[src/rtl/pipe_pkg.sv]
// Shared types and helpers for the handshaked pipeline stage register.
package pipe_pkg;

    typedef enum logic [1:0] {
        EMPTY = 2'd0,
        ONE   = 2'd1,
        FULL  = 2'd2
    } stage_state_e;

    localparam int OCC_W      = 2;
    localparam int CTRL_MAX_W = 64;

    // Retained bits take the incoming control value, the rest fall back to the reset value.
    function automatic logic [CTRL_MAX_W-1:0] flush_ctrl(
        input logic [CTRL_MAX_W-1:0] in_v,
        input logic [CTRL_MAX_W-1:0] keep,
        input logic [CTRL_MAX_W-1:0] rst_v
    );
        return (in_v & keep) | (rst_v & ~keep);
    endfunction

endpackage

[src/rtl/pipe_stage_hs_entry.sv]
// One valid+ctrl+data register slot; flush beats load, load beats drop.
module pipe_entry
    import pipe_pkg::*;
#(
    parameter int                DATA_W   = 16,
    parameter int                CTRL_W   = 8,
    parameter logic [CTRL_W-1:0] RST_CTRL = '0
) (
    input  logic              clk,
    input  logic              rst_n,
    input  logic              flush,
    input  logic [CTRL_W-1:0] flush_val,
    input  logic              load,
    input  logic              drop,
    input  logic [CTRL_W-1:0] ld_ctrl,
    input  logic [DATA_W-1:0] ld_data,
    output logic              valid,
    output logic [CTRL_W-1:0] ctrl,
    output logic [DATA_W-1:0] data
);

    // Payload is left untouched on drop so it holds while the slot is invalid.
    always_ff @(posedge clk or negedge rst_n) begin
        if (!rst_n) begin
            valid <= 1'b0;
            ctrl  <= RST_CTRL;
            data  <= '0;
        end else if (flush) begin
            valid <= 1'b0;
            ctrl  <= flush_val;
            data  <= '0;
        end else if (load) begin
            valid <= 1'b1;
            ctrl  <= ld_ctrl;
            data  <= ld_data;
        end else if (drop) begin
            valid <= 1'b0;
        end
    end

endmodule

[src/rtl/pipe_stage_hs.sv]
// Pipeline stage register with valid/ready handshake, flush with control-bit retention,
// and an optional 2-entry skid buffer giving a registered in_ready.
module pipe_stage_hs
    import pipe_pkg::*;
#(
    parameter int                DATA_W     = 16,
    parameter int                CTRL_W     = 8,
    parameter logic [CTRL_W-1:0] RST_CTRL   = '0,
    parameter logic [CTRL_W-1:0] FLUSH_KEEP = '0,
    parameter bit                SKID       = 1'b1
) (
    input  logic              clk,
    input  logic              rst_n,
    input  logic              flush,
    input  logic              in_valid,
    output logic              in_ready,
    input  logic [CTRL_W-1:0] in_ctrl,
    input  logic [DATA_W-1:0] in_data,
    output logic              out_valid,
    input  logic              out_ready,
    output logic [CTRL_W-1:0] out_ctrl,
    output logic [DATA_W-1:0] out_data,
    output logic [OCC_W-1:0]  occ
);

    logic              accept;
    logic              emit;
    logic [CTRL_W-1:0] flush_val;
    logic              head_load;
    logic              head_drop;
    logic              skid_valid;
    logic [CTRL_W-1:0] skid_ctrl;
    logic [DATA_W-1:0] skid_data;
    logic [CTRL_W-1:0] head_ld_ctrl;
    logic [DATA_W-1:0] head_ld_data;

    assign accept    = in_valid & in_ready;
    assign emit      = out_valid & out_ready;
    assign flush_val = CTRL_W'(flush_ctrl(CTRL_MAX_W'(in_ctrl),
                                          CTRL_MAX_W'(FLUSH_KEEP),
                                          CTRL_MAX_W'(RST_CTRL)));

    // A valid skid entry always refills the head first to keep strict FIFO order.
    assign head_ld_ctrl = skid_valid ? skid_ctrl : in_ctrl;
    assign head_ld_data = skid_valid ? skid_data : in_data;

    pipe_entry #(
        .DATA_W   (DATA_W),
        .CTRL_W   (CTRL_W),
        .RST_CTRL (RST_CTRL)
    ) u_head (
        .clk       (clk),
        .rst_n     (rst_n),
        .flush     (flush),
        .flush_val (flush_val),
        .load      (head_load),
        .drop      (head_drop),
        .ld_ctrl   (head_ld_ctrl),
        .ld_data   (head_ld_data),
        .valid     (out_valid),
        .ctrl      (out_ctrl),
        .data      (out_data)
    );

    generate
        if (SKID) begin : g_skid
            stage_state_e state;
            logic         in_ready_q;
            logic         skid_load;
            logic         skid_drop;

            always_ff @(posedge clk or negedge rst_n) begin
                if (!rst_n) begin
                    state      <= EMPTY;
                    in_ready_q <= 1'b1;
                end else if (flush) begin
                    state      <= EMPTY;
                    in_ready_q <= 1'b1;
                end else begin
                    case (state)
                        EMPTY: begin
                            if (accept) state <= ONE;
                        end
                        ONE: begin
                            if (accept && !emit) begin
                                state      <= FULL;
                                in_ready_q <= 1'b0;
                            end else if (!accept && emit) begin
                                state <= EMPTY;
                            end
                        end
                        FULL: begin
                            if (emit) begin
                                state      <= ONE;
                                in_ready_q <= 1'b1;
                            end
                        end
                        default: begin
                            state      <= EMPTY;
                            in_ready_q <= 1'b1;
                        end
                    endcase
                end
            end

            always_comb begin
                head_load = 1'b0;
                head_drop = 1'b0;
                skid_load = 1'b0;
                skid_drop = 1'b0;
                case (state)
                    EMPTY: head_load = accept;
                    ONE: begin
                        head_load = accept & emit;
                        head_drop = ~accept & emit;
                        skid_load = accept & ~emit;
                    end
                    FULL: begin
                        head_load = emit;
                        skid_drop = emit;
                    end
                    default: ;
                endcase
            end

            assign in_ready = in_ready_q;
            assign occ      = OCC_W'(state);

            pipe_entry #(
                .DATA_W   (DATA_W),
                .CTRL_W   (CTRL_W),
                .RST_CTRL (RST_CTRL)
            ) u_skid (
                .clk       (clk),
                .rst_n     (rst_n),
                .flush     (flush),
                .flush_val (flush_val),
                .load      (skid_load),
                .drop      (skid_drop),
                .ld_ctrl   (in_ctrl),
                .ld_data   (in_data),
                .valid     (skid_valid),
                .ctrl      (skid_ctrl),
                .data      (skid_data)
            );
        end else begin : g_single
            assign in_ready   = out_ready | ~out_valid;
            assign head_load  = accept;
            assign head_drop  = emit & ~accept;
            assign occ        = {1'b0, out_valid};
            assign skid_valid = 1'b0;
            assign skid_ctrl  = '0;
            assign skid_data  = '0;
        end
    endgenerate

endmodule

[config.mk]
export PLATFORM = sky130hd
export DESIGN_NAME = pipe_stage_hs
export DESIGN_NICKNAME = d
export VERILOG_FILES = /design/src/rtl/pipe_pkg.sv /design/src/rtl/pipe_stage_hs_entry.sv /design/src/rtl/pipe_stage_hs.sv
export SDC_FILE = /design/constraint.sdc
export NUM_CORES = 1
export LEC_CHECK = 0
export BUFFER_PORTS_ARGS = -buffer_cell sky130_fd_sc_hd__buf_2
export CAP_MARGIN = 20
export CORE_AREA = 2 2 74 76
export DETAILED_ROUTE_END_ITERATION = 8
export DIE_AREA = 0 0 76 78
export HOLD_SLACK_MARGIN = 0.05
export PLACE_DENSITY = 0.84
export SETUP_SLACK_MARGIN = 0.02
export SYNTH_ARGS = -nofsm -noshare
export SYNTH_HDL_FRONTEND = slang
export SYNTH_HIERARCHICAL = 1
export SYNTH_SLANG_ARGS = --single-unit
[constraint.sdc]
create_clock -name clk -period 2.05 [get_ports clk]
set_input_delay 0.41 -clock clk [delete_from_list [all_inputs] [get_ports clk]]
set_output_delay 0.41 -clock clk [all_outputs]
set_load 0.05 [all_outputs]
# Word level (Yosys, flattened, before mapping)
# Index checks and enable logic that the tools add are counted.
# op_classes
reduce_logical,11
muxes,30
n_eq_ne,7
n_bitwise,7
# ops
cell,count
2-to-1 mux 16 bit,5
2-to-1 mux 8 bit,5
2-to-1 mux 1 bit,12
2-to-1 mux 2 bit,5
inequality test 3 bit (second input constant),3
case mux 1 bit (3 select lines),2
case mux 2 bit (3 select lines),1
AND reduction 3 bit,2
nonzero test 3 bit,2
AND 1 bit,5
inequality test 4 bit (second input constant),1
nonzero test 2 bit,2
== test 2 x 1 -> 1 bit (second input constant),1
== test 2 bit (second input constant),1
logical AND 1 bit,2
zero test 1 bit,2
zero test 2 bit,1
inequality test 2 bit (second input constant),1
inverter 1 bit,2
# word_totals
elab_cells,63
regBits,53
inputBits,29
out_inout_bits,28

# Logic depth before layout (Yosys ltp)
# depth
word_depth,7
ltp_mapped,8

# Hierarchy
# The synthesis kept the hierarchy.
# modules_own_cells
mod,instances,area_each_um2,cells_per_inst
pipe_entry,2,1069.8,90
pipe_stage_hs,1,620.6,54

# Worst setup path before layout
# No wires, ideal clock.
# synth_timing
path_type,reg2reg
startpoint,"register g_skid.state[0], in the netlist occ[0]"
endpoint,register u_head.ctrl[0]
path_slack_ps,233
arrival_ps,1693
setup_time_ps,123
required_time_ps,1927
stages_incl_launch_ff,9
cell_sequence,dfrtp_1 > buf_6 > and4b_1 > a21oi_1 > o21ai_0 > buf_6 > buf_12 > mux2i_1 > o21ai_1
# synth_between
elab_chain_len,3
# synth_lines
element,line,rtl
start: declaration,pipe_stage_hs.sv:67,stage_state_e state;
start signal: assignment,pipe_stage_hs.sv:74,state <= EMPTY;
start signal: assignment,pipe_stage_hs.sv:77,state <= EMPTY;
start signal: assignment,pipe_stage_hs.sv:82,if (accept) state <= ONE;
== test 2 bit (tied with other cells),pipe_stage_hs.sv:111,case (state)
case mux 1 bit (3 select lines) (*),pipe_stage_hs.sv:111,
net head_load,pipe_stage_hs.sv:29,logic head_load;
nonzero test 2 bit (no line) (*),-,
end signal: assignment,pipe_stage_hs_entry.sv:30,ctrl <= flush_val;
end signal: assignment,pipe_stage_hs_entry.sv:34,ctrl <= ld_ctrl;
end: declaration,pipe_stage_hs_entry.sv:18,"output logic [CTRL_W-1:0] ctrl,"
# The timed path passes the listed nets; every way through them passes the cells marked *.
# A chain may end at the register's enable or synchronous reset.

# Final worst setup path
# layout_timing
startpoint,"register g_skid.state[1], in the netlist occ[1]"
endpoint,register u_head.ctrl[4]
# Same word-level chain as after synthesis.

==> run_results.csv <==
group,metric,value,unit
critical_path,critPathKind,"reg2reg",
timing,hold_violations,0,
finish,diodes,0,
timing,max_freq,587,MHz
timing,fin_crit_sh,0.831,
timing,drv_slew,0,
placed_design,placed_cells,366,
timing,holdWs,0.0529,ns
critical_path,critPathRequiredTime,2.21,ns
route,vias_per_cell,5.01,
die,num_rows,26,
timing,finalCriticalPeriod,1.70,ns
global_route,grt_use_total,0.188,
clock_network,insertion_delay,0.30,ns
route,m1WireLength,2.36,mm
route,drt_pass1_iterations,4,
finish,layout.cells.non_filler,374,
clock_network,ctsHtreeMaxLevel,2,
power,finalPower,2890,uW
route,drtIter0Drc,162,
die,io_pins,57,
synthesis,synth_area,2760,um2
placed_design,dpl.hpwl,3.59,mm
global_route,grt-ovfl-total,0,
synthesis,synth_top_area_cell,"dfrtp_1",
power,p_leak,0.00159,uW
synthesis,ys_top_cells_by_area,"dfrtp_1, mux2i_1, mux2_4",
clock_network,clk_pin_slew_worst_paths,0.09,ns
route,wl_met3,254,um
critical_path,crit_path_start_kind,"flop",
critical_path,reg2regPathDepth,5,
synthesis,netlist.area_leader.share,0.471,
power,powerDensity,895,nW/um2
critical_path,worst-path-max-fanout,25,
power,ir_drop,508,uV
placed_design,numPortBuffers,56,
synthesis,synthDistinctLibCells,29,
synthesis,ys_ff_latch,53,
clock_network,cts_tree,"yes",
timing,rsz0062_at_grt,"false",
finish,area_growth,17.1,%
outcome,status,"completed",
clock_network,cts_setup_buffers,0,
clock_network,cts_buffers,5,
global_route,antenna_found_initial,0,
finish,layout.nets,332,
route,top_layer,"met4",
die,die_w,76,um
route,wl_met2,2.64,mm
route,vias,1874,
placed_design,gp_congestion,0.683,
timing,finalSetupViolCount,0,
synthesis,netlist_instances,234,
flow_run,maxCapViolCount,0,
hold_path,min_path_type,"in2async",
synthesis,ys_seq_area_frac,0.481,
timing,tns,0,ns
global_route,grt_pass1_vias,1815,
synthesis,ys.warnings.count,6,
finish,drive_gt1_frac,0.336,
global_route,grt_pass1_wl,8.76,mm
route,finalWirelength,5.27,mm
clock_network,ctsHoldBuffers,0,
clock_network,max-clock-path-buffers,2,
clock_network,cts_root_buffer,"clkbuf_8",
die,die_h,78,um
finish,seqCellArea,1330,um2
route,drtAntennaViolNets,0,
clock_network,ctsResizeCount,0,
synthesis,synth_area_per_cell,11.8,um2
route,post-route-drc-count,0,
timing,timing.slew.headroom,0.568,
timing,worst_pin_slew,0.649,ns
timing,finClkSkew,0.00465,ns
finish,nFillCells,393,
die,dieArea,5930,um2
finish,multi_input_comb_area,1330,um2
route,routedWlPerCell,14.1,um
global_route,grt_max_degree,41,
clock_network,cts_sinks,53,
die,coreArea,5040,um2
die,initial_utilization,0.547,
critical_path,crit_arrival,1.87,ns
critical_path,endpoint_kind,"flop",
==> sequential cells by signal (all words and copies together) (netlist names) <==
signal,count
u_head/ctrl,8
g_skid.u_skid/ctrl,8
u_head/valid,1
g_skid.u_skid/data,16
in_ready,1
u_head/data,16
g_skid.u_skid/valid,1
occ,2
==> logic make-up (layout without fill, tap and decap cells) <==
family / after synthesis / after routing / share of synthesized area
flops: 53 / 53 / 0.481
buf+inv: 19 / 74 / 0.0630
mux: 73 / 73 / 0.303
simple gates: 64 / 64 / 0.105
other cells: 1 / 16 / 0.00136
compound gates: 24 / 24 / 0.0471
==> cells in the mapped netlist <==
master / n
nand2b_1: 2
a211oi_2: 1
clkbuf_1: 4
buf_12: 2
and2_4: 1
nand2_1: 17
a21o_1: 1
and3b_1: 1
nand4_1: 1
and4b_1: 1
conb_1: 1
nor4bb_2: 1
a21oi_1: 4
nand2_2: 1
buf_8: 2
o21ai_1: 6
dfstp_2: 1
nor4b_1: 1
o21ai_0: 12
nor2_1: 36
buf_6: 6
nand3b_1: 1
mux2i_1: 49
mux2_4: 20
dfrtp_1: 52
mux2_2: 4
buf_2: 2
nand3_1: 1
inv_1: 3
==> cell type report <==
cell class / instances / area share
multi-input cells: 177 / 0.413
flip-flops and latches: 53 / 0.411
clock buffers: 7 / 0.0298
inverters: 3 / 0.00348
repair buffers: 63 / 0.115
clock inverters: 1 / 0.00155
well taps: 70 / 0.0271
==> stage by stage <==
stage / util / setup slack (ns) / area, um2
after floorplan: - / 0.233 / 2820
after global placement: 0.621 / 0.451 / 3130
after detailed placement: 0.621 / 0.348 / 3130
after CTS: 0.641 / 0.338 / 3230
after global routing: 0.641 / 0.264 / 3230
final: 0.641 / 0.346 / 3230
==> power by group <==
part | switching (uW) | total (uW) | leakage (uW) | internal, uW
clock | 331 | 637 | 0.0000542 | 306
sequential | 83.5 | 1250 | 0.000694 | 1170
combinational | 625 | 1010 | 0.000842 | 380
total | 1040 | 2890 | 0.00159 | 1850
==> final timing paths <==
| kind | start | to | slack (ns) |
|---|---|---|---|
| worst max-delay path | occ[1] | u_head/ctrl[4] | 0.35 |
| worst min-delay path | rst_n | u_head/ctrl[5] | 0.05 |
| worst max register to register | occ[1] | u_head/ctrl[4] | 0.35 |
| worst min register to register | u_head/data[7] | u_head/data[7] | 0.53 |
| max in group asynchronous | rst_n | in_ready | 1.38 |
| min in group clk | in_data[14] | g_skid.u_skid/data[14] | 0.37 |
==> cell usage in the layout (no fill, tap or decap), types with 2 or more instances in the layout <==
cell type / instances
a21oi_1: 4
buf_12: 3
buf_2: 56
buf_4: 4
clkbuf_8: 7
conb_1: 16
dfrtp_1: 52
inv_1: 3
mux2_2: 4
mux2_4: 20
mux2i_1: 49
nand2_1: 17
nand2b_1: 2
nor2_1: 35
o21ai_0: 11
o21ai_1: 6
==> critical path: stages (launching register included) <==
cell      delay (ns)
dfrtp_1         0.48
nand3b_1        0.34
o21ai_4         0.22
buf_12          0.23
mux2i_1         0.21
o21ai_0         0.09
==> per-layer routing <==
| metal | vias up | track usage |
|---|---|---|
| met2 | 46 | 0.328 |
| met1 | 901 | 0.235 |
| met5 | - | 0 |
| met4 | 0 | 0.0436 |
| met3 | 2 | 0.0500 |
| li1 | 925 | - |
No activity file was read; power rests on OpenSTA's default activity.
